File: src/rtl/cai_comp_ring_reader_pkg.sv
// Shared CAI definitions for the completion-ring reader: record layout,
// decoded record type, reader FSM states and the record address helper.
package cai_comp_ring_reader_pkg;

  localparam int unsigned COMP_OFF_TAG        = 0;
  localparam int unsigned COMP_OFF_STATUS     = 4;
  localparam int unsigned COMP_OFF_EXT_STATUS = 6;
  localparam int unsigned COMP_OFF_BYTES      = 8;
  localparam int unsigned COMP_REC_BYTES      = 16;
  localparam int unsigned COMP_FETCH_WORDS    = 3;

  typedef struct packed {
    logic [31:0] tag;
    logic [15:0] status;
    logic [15:0] ext_status;
    logic [31:0] bytes_written;
  } cai_comp_rec_t;

  typedef enum logic [1:0] {
    ST_IDLE    = 2'd0,
    ST_REQ     = 2'd1,
    ST_WAIT    = 2'd2,
    ST_PRESENT = 2'd3
  } comp_state_e;

  // base + (slot * 16) + word * 4, all modulo 2^64
  function automatic logic [63:0] comp_word_addr(input logic [63:0] base,
                                                 input logic [31:0] head,
                                                 input logic [31:0] mask,
                                                 input logic [1:0]  word);
    logic [63:0] slot_off;
    logic [63:0] word_off;
    slot_off = {28'd0, head & mask, 4'd0};
    word_off = {60'd0, word, 2'd0};
    return base + slot_off + word_off;
  endfunction

endpackage

File: src/rtl/cai_comp_ring_reader.sv
// Host-side completion-ring consumer: fetches 3 words per doorbelled record,
// decodes them and hands the record out on a valid/ready stream.
module cai_comp_ring_reader
  import cai_comp_ring_reader_pkg::*;
#(
  parameter int CNT_W = 16
) (
  input  logic             clk,
  input  logic             rst,
  input  logic             enable,
  input  logic [63:0]      comp_base,
  input  logic [31:0]      comp_ring_mask,
  input  logic             comp_doorbell,
  output logic             rd_req_valid,
  input  logic             rd_req_ready,
  output logic [63:0]      rd_req_addr,
  input  logic             rd_rsp_valid,
  input  logic [31:0]      rd_rsp_data,
  input  logic             rd_rsp_err,
  output logic             out_valid,
  input  logic             out_ready,
  output logic [31:0]      out_tag,
  output logic [15:0]      out_status,
  output logic [15:0]      out_ext_status,
  output logic [31:0]      out_bytes_written,
  output logic [31:0]      head_idx,
  output logic [CNT_W-1:0] pending,
  output logic             overflow,
  output logic             fetch_err
);

  localparam logic [CNT_W-1:0] PEND_MAX = '1;
  localparam logic [CNT_W-1:0] PEND_ONE = {{(CNT_W-1){1'b0}}, 1'b1};

  comp_state_e      state_q, state_d;
  logic [1:0]       word_q, word_d;
  cai_comp_rec_t    rec_q, rec_d;
  logic [31:0]      head_q, head_d;
  logic [CNT_W-1:0] pend_q, pend_d;
  logic             ovf_q, ovf_d;
  logic             ferr_q, ferr_d;
  logic             consume;

  always_comb begin
    state_d = state_q;
    word_d  = word_q;
    rec_d   = rec_q;
    ferr_d  = ferr_q;
    consume = 1'b0;
    unique case (state_q)
      ST_IDLE: begin
        if (enable && (pend_q != '0)) begin
          state_d = ST_REQ;
          word_d  = 2'd0;
        end
      end
      ST_REQ: begin
        if (rd_req_ready) state_d = ST_WAIT;
      end
      ST_WAIT: begin
        if (rd_rsp_valid) begin
          if (rd_rsp_err) begin
            // faulted record is dropped but still consumed so the ring advances
            ferr_d  = 1'b1;
            consume = 1'b1;
            state_d = ST_IDLE;
          end else begin
            if (word_q == 2'd0) begin
              rec_d.tag = rd_rsp_data;
            end else if (word_q == 2'd1) begin
              rec_d.status     = rd_rsp_data[15:0];
              rec_d.ext_status = rd_rsp_data[31:16];
            end else begin
              rec_d.bytes_written = rd_rsp_data;
            end
            if (word_q < 2'd2) begin
              word_d  = word_q + 2'd1;
              state_d = ST_REQ;
            end else begin
              state_d = ST_PRESENT;
            end
          end
        end
      end
      ST_PRESENT: begin
        if (out_ready) begin
          consume = 1'b1;
          state_d = ST_IDLE;
        end
      end
      default: state_d = ST_IDLE;
    endcase
  end

  always_comb begin
    head_d = head_q + (consume ? 32'd1 : 32'd0);
    pend_d = pend_q;
    ovf_d  = ovf_q;
    // doorbell and consume together cancel out
    if (comp_doorbell && !consume) begin
      if (pend_q == PEND_MAX) ovf_d = 1'b1;
      else                    pend_d = pend_q + PEND_ONE;
    end else if (!comp_doorbell && consume) begin
      pend_d = pend_q - PEND_ONE;
    end
  end

  always_ff @(posedge clk) begin
    if (rst) begin
      state_q <= ST_IDLE;
      word_q  <= 2'd0;
      rec_q   <= '0;
      head_q  <= 32'd0;
      pend_q  <= '0;
      ovf_q   <= 1'b0;
      ferr_q  <= 1'b0;
    end else begin
      state_q <= state_d;
      word_q  <= word_d;
      rec_q   <= rec_d;
      head_q  <= head_d;
      pend_q  <= pend_d;
      ovf_q   <= ovf_d;
      ferr_q  <= ferr_d;
    end
  end

  // address depends only on registered state and ring config held stable outside IDLE
  assign rd_req_valid      = (state_q == ST_REQ);
  assign rd_req_addr       = rd_req_valid ?
                             comp_word_addr(comp_base, head_q, comp_ring_mask, word_q) : 64'd0;
  assign out_valid         = (state_q == ST_PRESENT);
  assign out_tag           = rec_q.tag;
  assign out_status        = rec_q.status;
  assign out_ext_status    = rec_q.ext_status;
  assign out_bytes_written = rec_q.bytes_written;
  assign head_idx          = head_q;
  assign pending           = pend_q;
  assign overflow          = ovf_q;
  assign fetch_err         = ferr_q;

endmodule
File: config.mk
export PLATFORM = sky130hd
export DESIGN_NAME = cai_comp_ring_reader
export DESIGN_NICKNAME = d
export VERILOG_FILES = /design/src/rtl/cai_comp_ring_reader_pkg.sv /design/src/rtl/cai_comp_ring_reader.sv
export SDC_FILE = /design/constraint.sdc
export NUM_CORES = 1
export LEC_CHECK = 0
export CAP_MARGIN = 20
export CORE_MARGIN = 3
export CORE_UTILIZATION = 49
export DETAILED_ROUTE_END_ITERATION = 10
export PLACE_DENSITY = 0.89
export SYNTH_ARGS = -nofsm -noshare
export SYNTH_HDL_FRONTEND = slang
export SYNTH_SLANG_ARGS = --single-unit
export TNS_END_PERCENT = 100
File: constraint.sdc
create_clock -name clk -period 10.4 [get_ports clk]
set_input_delay 2.6 -clock clk [delete_from_list [all_inputs] [get_ports clk]]
set_output_delay 2.6 -clock clk [all_outputs]
set_load 0.05 [all_outputs]
### After elaboration in Yosys (flattened, before gate mapping)

Index checks and enable logic that the tools add are counted.

| word-level totals | value |
|---|---|
| word-level logic and storage cells | 72 |
| output and inout bits | 212 |
| bits in registers | 150 |

| cells by class | value |
|---|---|
| equal/unequal tests | 12 |
| reductions and logical operators | 18 |
| $lt $le $gt $ge | 1 |
| mux-type cells | 21 |
| add/subtract/negate cells | 6 |
| bitwise logic cells | 4 |

Operator list:

| kind | count |
|---|---|
| 64-bit by 36-bit adder with 64-bit output | 1 |
| 64-bit by 4-bit adder with 64-bit output | 1 |
| 64-bit 2-to-1 mux | 1 |
| 16-bit 2-to-1 mux | 3 |
| 32-bit by 1-bit adder with 32-bit output | 1 |
| 32-bit bitwise AND | 1 |
| 2-bit 2-to-1 mux | 10 |
| 16-bit by 1-bit adder with 16-bit output (second input constant) | 1 |
| 16-bit equality test (second input constant) | 1 |
| 16-bit nonzero test | 1 |
| 16-bit by 1-bit subtractor with 16-bit output (second input constant) | 1 |
| 5-bit AND reduction | 3 |
| 2-bit != test (second input constant) | 5 |
| 2-bit case mux with 4 select lines | 1 |
| 4-bit AND reduction | 2 |
| 2-bit by 1-bit equality test with 1-bit output (second input constant) | 2 |
| 2-bit equality test (second input constant) | 2 |
| 2-bit logical NOT | 2 |
| 1-bit 2-to-1 mux | 4 |
| 2-bit by 1-bit != test with 1-bit output (second input constant) | 2 |
| 2-bit case mux with 2 select lines | 1 |
| 2-bit AND reduction | 2 |
| 2-bit nonzero test | 2 |
| 1-bit logical AND | 3 |
| other kinds (6) | 9 |

### Logic depth before layout (Yosys ltp)

Gate-level depths: netlist of run 1.

| depth | value |
|---|---|
| word-level depth | 7 |
| gate-level depth with buffers | 13 |
| mapped depth without buffers | 13 |

### Worst setup path before layout of run 1

Ideal clock, no wire load.

| timing path | value |
|---|---|
| path type | input to output |
| from | input port comp_ring_mask[12] |
| to | output port rd_req_addr[49] |
| setup slack | 2.055 ns |
| path buffers | 1 |
| cell stages on the path | 11 |
| arrival time | 5.745 ns |
| path through | and2_1 -> ha_1 -> buf_2 -> and4_4 -> nand3_2 -> nor4b_4 -> nor3_2 -> a311oi_4 -> o21ai_2 -> or4_1 -> a21oi_1 |

| on the way | value |
|---|---|
| cells in the longest elaborated chain, start to end | 4 |

RTL lines:

| element | line | text |
|---|---|---|
| from (decl) | cai_comp_ring_reader.sv:12 | `input logic [31:0] comp_ring_mask,` |
| 32-bit bitwise AND | cai_comp_ring_reader_pkg.sv:33 | `slot_off = {28'd0, head & mask, 4'd0};` |
| 64-bit by 36-bit adder with 64-bit output | cai_comp_ring_reader_pkg.sv:35 | `return base + slot_off + word_off;` |
| 64-bit by 4-bit adder with 64-bit output | cai_comp_ring_reader_pkg.sv:35 |  |
| 64-bit 2-to-1 mux | cai_comp_ring_reader.sv:130 | `assign rd_req_addr = rd_req_valid ?` |
| to (decl) | cai_comp_ring_reader.sv:16 | `output logic [63:0] rd_req_addr,` |

No other way between the ends.

### Final worst setup path of run 1

| timing path | value |
|---|---|
| from | input port comp_base[2] |
| to | output port rd_req_addr[62] |

| on the way | value |
|---|---|
| cells in the longest elaborated chain, start to end | 3 |

RTL lines:

| element | line | text |
|---|---|---|
| from (decl) | cai_comp_ring_reader.sv:11 | `input logic [63:0] comp_base,` |
| 64-bit by 36-bit adder with 64-bit output | cai_comp_ring_reader_pkg.sv:35 |  |
| 64-bit by 4-bit adder with 64-bit output | cai_comp_ring_reader_pkg.sv:35 |  |
| 64-bit 2-to-1 mux | cai_comp_ring_reader.sv:130 |  |

No other way between the ends.

==> results of run 1 <==
==> area by class of cell <==
class,count,area [um^2],share of cell area (%)
diodes,1,2.502,0.01862
clock buffers,17,425.4,3.165
clock inverters,14,138.9,1.033
inverters,27,101.3,0.7540
multi-input cells,1023,5931,44.12
flip-flops and latches,150,3003,22.34
well taps,229,286.5,2.132
repair buffers,357,3553,26.44
==> sequential cells by signal (all words and copies together), names as in the netlist <==
signal and flops:
fetch_err 1, head_idx 32, out_bytes_written 32, out_ext_status 16, out_status 16, out_tag 32
overflow 1, pending 16, state_q 2, word_q 2
==> metal layers <==
layer	GRT usage (%)	vias to the layer above	wire length, um
met5	0	-	9
met2	55.60	477	16710
met3	7.887	92	2692
li1	-	5010	-
met4	13.08	2	1311
met1	33.24	4902	12260
==> power by group through the flow <==
stage / clock network, uW / logic [uW] / registers (uW)
final: 592 / 965 / 658
after CTS: 601 / 962 / 656
after global routing: 622 / 1020 / 662
after detailed placement: 0 / 955 / 666
after global placement: 0 / 944 / 666
after floorplan: 0 / 536 / 762
==> cell usage in the layout (no fill, tap or decap), types with 26 or more instances in the layout <==
master           count
a21o_1              26
a21oi_1            163
and2_1              43
clkdlybuf4s50_1    346
dfxtp_1            150
ha_1                52
inv_1               27
nand2_1            267
nand3_1             30
nor2_1             118
o21ai_0             42
xnor2_1             41
xor2_1              36
==> worst min-delay path, stage by stage, from the launching register on <==
cell and delay [ns]:
dfxtp_1 0.31, nand2_1 0.05, a21oi_1 0.05
==> Yosys cell counts, types with 7 or more instances <==
library cell,n,area share (%)
a211oi_1,12,0.97
a21o_1,26,2.1
a21oi_1,163,8.8
and2_1,43,2.9
and3_1,12,0.81
clkbuf_1,59,2.4
dfxtp_1,150,32
ha_1,52,7.0
inv_1,27,1.1
nand2_1,267,11
nand3_1,30,1.6
nand4_1,24,1.6
nor2_1,118,4.8
nor2b_1,8,0.54
nor3_1,21,1.1
nor4_1,7,0.47
o21a_1,10,0.81
o21ai_0,42,2.3
or2_2,7,0.47
or3_1,16,1.1
xnor2_1,41,3.9
xor2_1,36,3.4
==> per-stage QoR <==
stage / total power, uW / cells / instance area [um^2] / util (%) / hold WS, ns
after floorplan: 1298 / 1263 / 9268 / - / 0.5408
after global placement: 1610 / 1784 / 12850 / 70.35 / 0.4409
final: 2214 / 1818 / 13440 / 73.57 / 0.4534
after detailed placement: 1621 / 1785 / 12870 / 70.43 / 0.4459
after global routing: 2307 / 1817 / 13440 / 73.56 / 0.4692
after CTS: 2219 / 1816 / 13430 / 73.52 / 0.4538
==> worst min path at each step <==
stage,to,from,slack [ns],cells after the start
2_1_floorplan,word_q[0],word_q[0],0.54,2
3_3_place_gp,out_tag[18],out_tag[18],0.44,2
3_5_place_dp,out_tag[11],out_tag[11],0.45,2
4_1_cts,out_tag[3],out_tag[3],0.45,2
5_1_grt,out_tag[11],out_tag[11],0.47,2
6_report,out_status[5],out_status[5],0.45,2
==> logic make-up (layout without fill, tap and decap cells) <==
family / count (synthesis) / after routing
adders and majority gates: 54 / 54
other: 0 / 1
AOI/OAI and AO/OA: 313 / 313
DFF: 150 / 150
muxes: 5 / 5
buffers and inverters: 90 / 415
and+or+nand+nor: 574 / 574
xor gates and xnor gates: 77 / 77
==> run summary, run 1 <==
status -> completed
hold buffers post-CTS -> 0
Post-DP HPWL -> 24900 um
Arr. time, crit path -> 6.88 ns
critical path, cell by cell -> clkdlybuf4s50_1, ha_1, inv_1, fa_1, nor2b_1, o31a_1, o21ai_0, a211oi_1, o211ai_1, a2111oi_0, xnor2_1, nor2_1, clkdlybuf4s50_1
Final period util -> 91.11%
PortBufs -> 347
Final Slew Violations -> 0
Area growth syn-to-layout -> 45.04%
Yosys reg bits -> 150
initial core utilization -> 50.73%
R2R Setup Slk -> 6.03 ns
Mapped Area -> 9268 um^2
CP max-delay cell -> clkdlybuf4s50_1
drt initial violations -> 554
RSZ-0062 raised after global routing -> no
Final setup viols -> 0
CORE AREA -> 18270 um^2
Post-synth ARST share -> 0%
number of synthesized flops with an enable pin -> 0
Slew @ Worst Pin -> 0.9973 ns
DRT Pass-1 Iters -> 6
Net Count, Synth -> 1453
via count of the routed design -> 10480
Critical Path Stages -> 13
Reg-to-Reg Start -> state_q[0]
first-pass GRT wire length -> 50540 um
CP bufs+invs -> 3
H-Tree Depth -> 4
Net Sw Power -> 926.3 uW
initial antenna violation count -> 1
Total GRT Usage -> 30.46%
share of layout cells above drive strength 1 -> 3.778%
via/cell ratio -> 5.766
fillcell total -> 1456
Sw Ratio -> 41.83%
post-synthesis compound-gate area fraction -> 20.41%
share of power burned in the clock network -> 26.7%
most frequent CP cell -> clkdlybuf4s50_1
CP endpoint kind -> output port
clock-pin slew on the worst setup and hold paths -> 0.06 ns
largest net degree at the start of global routing -> 81
vias in the first global route -> 9911
Critical Path Sink -> rd_req_addr[62]
total clock sinks -> 150
number of placed I/O pins -> 348
Main synth FF type -> dfxtp_1
Simple-Gate Fraction of Synth Area -> 28.23%
Synth Area in XOR/XNOR -> 7.277%
post-CTS sizing -> 0
GP Congestion -> 0.9635
post-synthesis sequential area ratio -> 32.40%
Final TNS setup -> 0 ns
PD cells -> 164.7 nW/um^2
Die X-Extent -> 143.5 um
Max-Cap Viols -> 0
WL/cell -> 18.14 um
Final Hold Vio Count -> 0
Die H -> 143.5 um
worst r2r path cells -> 12
worst-path maximum fanout -> 12
GRT overflow -> 0
setup bufs post-CTS -> 0
RR Endpoint -> pending[15]
FP Rows -> 49
Worst Hold Class -> flip-flop to flip-flop
Max stage delay on crit path -> 0.81 ns
cts bufs inserted -> 17
CP startpoint -> comp_base[2]
Setup WS pre-CTS -> 0.9700 ns
CP top delay family -> compound AO/OA/AOI/OAI gates
DRC Markers -> 0
Mean Syn Cell Area -> 7.338 um^2
full die area -> 20600 um^2
WS Path Type -> input port to output port
library cells used by synthesis -> 60
Final min period -> 9.475 ns
final-stage net count -> 1766
f_max -> 105.5 MHz
worst endpoint required time -> 7.80 ns
launching element type of the critical path -> input port
multiplexer share of the synthesized area -> 0.5400%
root buffer cell -> clkbuf_16
routed wire length -> 32980 um
maximum root-to-sink buffer count -> 2
Synth Area in Adders -> 7.452%
Lkg Pwr -> 0.004999 uW
largest family of logic cells by synthesized area -> simple AND/OR/NAND/NOR gates
TritonCTS clock tree -> done
latest clock arrival within the worst-skew pair -> 0.42 ns
logic gate share of total power -> 43.6%
Worst slew margin -> 33.25%
Gate Count Post-Synth -> 1263
VDD IR max -> 208.6 uV
final setup margin -> 0.9247 ns
ANT nets after route -> 0
cell internal pwr -> 1288 uW
final worst clock skew -> 0.01367 ns
synth warn -> 0
proportion of power drawn by flip-flops and latches -> 29.7%
(Power assumes the default switching activity.)
==> run 2, diff against run 1 <==
CORE_UTILIZATION = 45   (was 49)
CTS_BUF_LIST = sky130_fd_sc_hd__clkbuf_4   (was default)
MAX_ROUTING_LAYER = met4   (was default)
PLACE_DENSITY = 0.82   (was 0.89)
==> run summary, run 2 (same netlist as run 1, synthesis figures left out) <==
post-CTS sizing -> 0 (unchanged)
Die X-Extent -> 149.5 um (+4.2%)
Slew @ Worst Pin -> 1.039 ns (+0.04172 ns)
via count of the routed design -> 10180 (-2.9%)
TritonCTS clock tree -> done
clock-pin slew on the worst setup and hold paths -> 0.13 ns (+0.07 ns)
number of placed I/O pins -> 348 (unchanged)
placed cell areas -> 12900 um^2 (+0.23%)
Final setup viols -> 0 (unchanged)
GP Congestion -> 0.9685 (+0.52%)
CP endpoint kind -> output port
Worst Hold Class -> flip-flop to flip-flop
initial antenna violation count -> 1 (unchanged)
Arr. time, crit path -> 6.82 ns (-0.06 ns)
initial core utilization -> 46.70% (-4.0 points)
ANT nets after route -> 0 (unchanged)
f_max -> 106.2 MHz (+0.60%)
final worst clock skew -> 0.02403 ns (+0.01037 ns)
Final period util -> 90.56% (-0.55 points)
Post-DP HPWL -> 25010 um (+0.44%)
total clock sinks -> 150 (unchanged)
via/cell ratio -> 5.491 (-4.8%)
worst-path maximum fanout -> 12 (unchanged)
drt initial violations -> 547 (-1.3%)
Final Hold Vio Count -> 0 (unchanged)
share of layout cells above drive strength 1 -> 3.652% (-0.13 points)
final-stage net count -> 1765 (-0.057%)
launching element type of the critical path -> input port
H-Tree Depth -> 4 (unchanged)
DRT Pass-1 Iters -> 5 (-1)
Final Slew Violations -> 0 (unchanged)
WL/cell -> 17.65 um (-2.7%)
routed wire length -> 32720 um (-0.78%)
FP Rows -> 51 (+4.1%)
hold buffers post-CTS -> 0 (unchanged)
VDD IR max -> 151.4 uV (-27%)
Final TNS setup -> 0 ns (unchanged)
Total GRT Usage -> 28.79% (-1.7 points)
cts bufs inserted -> 17 (unchanged)
PortBufs -> 347 (unchanged)
WS Path Type -> input port to output port
most frequent cells in the layout -> clkdlybuf4s50_1 (346), nand2_1 (267), a21oi_1 (163), dfxtp_1 (150), nor2_1 (118)
DRC Markers -> 0 (unchanged)
Area growth syn-to-layout -> 42.47%
Lkg Pwr -> 0.004869 uW (-2.6%)
largest net degree at the start of global routing -> 103 (+27%)
PD cells -> 151.2 nW/um^2 (-8.2%)
worst endpoint required time -> 7.80 ns (about the same)
RSZ-0062 raised after global routing -> no
GRT overflow -> 0 (unchanged)
first-pass GRT wire length -> 50300 um (-0.46%)
status -> completed
setup bufs post-CTS -> 0 (unchanged)
maximum root-to-sink buffer count -> 2 (unchanged)
vias in the first global route -> 9752 (-1.6%)
latest clock arrival within the worst-skew pair -> 0.57 ns (+0.15 ns)
Final min period -> 9.418 ns (-0.05691 ns)
Worst slew margin -> 30.73% (-2.5 points)
commonest non-fill, non-tap cell in the layout -> clkdlybuf4s50_1
fillcell total -> 1674 (+15%)
final cell area excluding filler cells -> 13200 um^2 (-1.8%)
Die H -> 149.5 um (+4.2%)
Max-Cap Viols -> 0 (unchanged)
root buffer cell -> clkbuf_4
full die area -> 22350 um^2 (+8.5%)
CORE AREA -> 19850 um^2 (+8.6%)
-- run 2: cell types whose count changed in the layout (fill, tap and decap cells not counted), sizes merged --
cell    previous run  this run
buf               11        10
bufinv             1         2
clkinv             4         5
inv               34        33
-- run 2: power by group --
group | switching (uW) | total, uW | internal [uW] | leakage (uW)
sequential | 46.7 | 656 | 610 | 0.00121
clock | 231 | 380 | 149 | 0.000154
combinational | 617 | 960 | 344 | 0.00350
total | 894 | 2000 | 1100 | 0.00487
-- run 2: path summary, 6_finish.rpt --
kind / cells past startpoint / from / end / slack, ns
max: 13 / comp_base[2] / rd_req_addr[60] / 0.98
min reg2reg: 2 / out_ext_status[10] / out_ext_status[10] / 0.46
max reg2reg: 12 / state_q[0] / pending[15] / 6.00
min: 2 / out_ext_status[10] / out_ext_status[10] / 0.46
-- run 2: area by class of cell --
| class | count | area [um^2] | area share (%) |
|---|---|---|---|
| inverters | 27 | 101.3 | 0.7676 |
| repair buffers | 356 | 3538 | 26.80 |
| clock buffers | 17 | 127.6 | 0.9665 |
| flip-flops and latches | 150 | 3003 | 22.74 |
| clock inverters | 15 | 168.9 | 1.279 |
| diodes | 1 | 2.502 | 0.01895 |
| well taps | 265 | 331.6 | 2.511 |
| multi-input cells | 1023 | 5931 | 44.92 |
-- run 2: worst max-delay path: stages --
cell,delay (ns)
clkdlybuf4s50_1,0.46
ha_1,0.19
inv_1,0.07
fa_1,0.38
nor2b_1,0.19
o31a_1,0.21
o21ai_0,0.17
a211oi_1,0.43
o211ai_1,0.43
a2111oi_0,0.64
xnor2_1,0.13
nor2_1,0.11
clkdlybuf4s50_1,0.81
-- run 2: stage by stage --
step	setup WS (ns)	utilization, %	std cells	total power, uW	hold slack [ns]
5_1_grt	0.7038	66.53	1854	2099	0.4816
3_3_place_gp	1.186	64.99	1820	1612	0.4405
2_1_floorplan	2.055	-	1263	1298	0.5408
6_report	0.9816	66.53	1854	1996	0.4610
3_5_place_dp	1.063	64.99	1820	1625	0.4462
4_1_cts	1.040	66.48	1852	2007	0.4633
-- run 2: per-layer routing --
metal,vias to the layer above,wire (um),global-route usage (%)
li1,4995,-,-
met2,427,16310,50.32
met3,64,3216,8.904
met1,4694,12170,31.15
met5,-,0,-
met4,0,1020,9.565
==> run 3, diff against run 2 <==
CELL_PAD_IN_SITES_DETAIL_PLACEMENT = 1   (was default)
CELL_PAD_IN_SITES_GLOBAL_PLACEMENT = 2   (was default)
CORE_UTILIZATION = 26   (was 45)
PLACE_DENSITY = 0.88   (was 0.82)
==> run summary, run 3 (same netlist as run 1, synthesis figures left out) <==
status -> completed
most frequent CP cell -> clkdlybuf4s50_1
clock-pin slew on the worst setup and hold paths -> 0.15 ns (+0.02 ns)
CORE AREA -> 34800 um^2 (+75%)
share of power burned in the clock network -> 20.0% (+1.0 points)
via/cell ratio -> 4.981 (-9.3%)
WL/cell -> 18.89 um (+7.0%)
Final Slew Violations -> 0 (unchanged)
Max stage delay on crit path -> 0.81 ns (about the same)
Worst Hold Class -> flip-flop to flip-flop
PortBufs -> 347 (unchanged)
setup bufs post-CTS -> 0 (unchanged)
CP max-delay cell -> clkdlybuf4s50_1
Sw Ratio -> 45.86% (+1.1 points)
final setup margin -> 0.9128 ns (-0.06878 ns)
first-pass GRT wire length -> 60960 um (+21%)
CP startpoint -> comp_base[2]
Setup WS pre-CTS -> 0.9016 ns (-0.1612 ns)
CP endpoint kind -> output port
number of placed I/O pins -> 348 (unchanged)
RR Endpoint -> pending[15]
root buffer cell -> clkbuf_4
routed wire length -> 38790 um (+19%)
Lkg Pwr -> 0.004911 uW (+0.85%)
largest net degree at the start of global routing -> 87 (-16%)
worst hold endpoint -> out_tag[30]
Total GRT Usage -> 20.47% (-8.3 points)
CP bufs+invs -> 3 (unchanged)
DRT Pass-1 Iters -> 4 (-1)
worst endpoint required time -> 7.80 ns (about the same)
vias in the first global route -> 10810 (+11%)
total clock sinks -> 150 (unchanged)
CP top delay family -> compound AO/OA/AOI/OAI gates
most frequent cells in the layout -> clkdlybuf4s50_1 (346), nand2_1 (267), a21oi_1 (163), dfxtp_1 (150), nor2_1 (118)
VDD IR max -> 102.5 uV (-32%)
RSZ-0062 raised after global routing -> no
Net Sw Power -> 938.6 uW (+5.0%)
logic gate share of total power -> 47.9% (-0.2 points)
FP Rows -> 68 (+33%)
DRC Markers -> 0 (unchanged)
Final TNS setup -> 0 ns (unchanged)
maximum root-to-sink buffer count -> 2 (unchanged)
GRT overflow -> 0 (unchanged)
TritonCTS clock tree -> done
PD cells -> 151.5 nW/um^2 (+0.21%)
hold path startpoint -> out_tag[30]
Final min period -> 9.487 ns (+0.06878 ns)
Hold Crit Depth -> 2 (unchanged)
initial core utilization -> 26.63% (-20 points)
worst r2r path cells -> 12 (unchanged)
cell internal pwr -> 1108 uW (+0.54%)
WS Path Type -> input port to output port
Final Hold Vio Count -> 0 (unchanged)
final worst clock skew -> 0.02481 ns (+0.0007778 ns)
Reg-to-Reg Start -> state_q[0]
Final setup viols -> 0 (unchanged)
proportion of power drawn by flip-flops and latches -> 32.1% (-0.8 points)
critical path, cell by cell -> clkdlybuf4s50_1, ha_1, inv_1, fa_1, nor2b_1, o31a_1, o21ai_0, a211oi_1, o211ai_1, a2111oi_0, xnor2_1, nor2_1, clkdlybuf4s50_1
Max-Cap Viols -> 0 (unchanged)
drt initial violations -> 403 (-26%)
Area growth syn-to-layout -> 45.75%
Slew @ Worst Pin -> 0.9476 ns (-0.09144 ns)
full die area -> 37950 um^2 (+70%)
post-CTS sizing -> 0 (unchanged)
Final period util -> 91.22% (+0.66 points)
H-Tree Depth -> 4 (unchanged)
Arr. time, crit path -> 6.89 ns (+0.07 ns)
Worst slew margin -> 36.55% (+5.8 points)
GP Congestion -> 0.8846 (-8.7%)
Post-DP HPWL -> 29780 um (+19%)
share of layout cells above drive strength 1 -> 4.018% (+0.37 points)
launching element type of the critical path -> input port
Die H -> 194.8 um (+30%)
hold buffers post-CTS -> 0 (unchanged)
ANT nets after route -> 0 (unchanged)
commonest non-fill, non-tap cell in the layout -> clkdlybuf4s50_1
latest clock arrival within the worst-skew pair -> 0.59 ns (+0.02 ns)
R2R Setup Slk -> 5.69 ns (-0.31 ns)
f_max -> 105.4 MHz (-0.72%)
worst-path maximum fanout -> 12 (unchanged)
initial antenna violation count -> 4 (+3)
via count of the routed design -> 10230 (+0.45%)
final-stage net count -> 1770 (+0.28%)
Die X-Extent -> 194.8 um (+30%)
cts bufs inserted -> 17 (unchanged)
run 3: changes by cell type in the layout (fill, tap and decap cells not counted):
cell,change
clkinv_1,-1
clkinv_2,+1
inv_6,+1
clkinvlp_4,-2
buf_4,+5
clkinv_4,-1
diode_2,+4
clkinv_8,+2
run 3: power by group through the flow:
stage / registers (uW) / clock network, uW / logic (uW)
6_report: 658 / 409 / 980
5_1_grt: 667 / 453 / 1050
4_1_cts: 660 / 428 / 987
3_5_place_dp: 672 / 0 / 982
3_3_place_gp: 671 / 0 / 969
2_1_floorplan: 762 / 0 / 536
run 3: layout make-up:
type / instances / area [um^2]
clock buffer: 17 / 127.6
timing repair buffer: 361 / 3576
antenna: 5 / 12.51
inverter: 27 / 101.3
sequential: 150 / 3003
fill: 4238 / 21290
clock inverter: 15 / 187.7
multi-input combinational: 1023 / 5931
tap: 455 / 569.3
run 3: how the worst max path moves through the flow:
stage / end / slack [ns] / cells past startpoint
finish: rd_req_addr[56] / 0.91 / 13
global route: rd_req_addr[58] / 0.47 / 13
CTS: rd_req_addr[58] / 0.89 / 13
detailed placement: rd_req_addr[58] / 0.90 / 13
global placement: rd_req_addr[62] / 0.98 / 13
floorplan: rd_req_addr[49] / 2.05 / 11
run 3: per-stage QoR:
step	total power [uW]	utilization, %	instance area [um^2]	std cells	hold slack, ns
4_1_cts	2074	38.78	13500	2048	0.4681
6_report	2047	38.82	13510	2053	0.4638
3_5_place_dp	1654	37.88	13180	2016	0.4486
2_1_floorplan	1298	-	9268	1263	0.5408
3_3_place_gp	1640	37.88	13180	2016	0.4404
5_1_grt	2166	38.81	13510	2052	0.4895
run 3: routing by layer:
layer,global-route usage [%],wire [um],part of all wire (%),vias to the layer above
met1,22.79,16160,42,4875
met2,35.39,18910,49,285
met4,5.492,779,2.0,0
met3,6.639,2940,7.6,53
met5,-,0,0,-
li1,-,-,-,5013
run 3: worst reg2reg max path, stage by stage, from the launching register on:
cell	delay, ns
dfxtp_1	0.52
and3b_1	0.23
o21ai_0	0.52
nand2_1	0.64
ha_1	0.57
o21ai_0	0.17
or3_1	0.43
o211a_1	0.25
o31ai_1	0.43
o21ai_0	0.19
a311oi_1	0.40
xor2_1	0.18
nor2_1	0.05
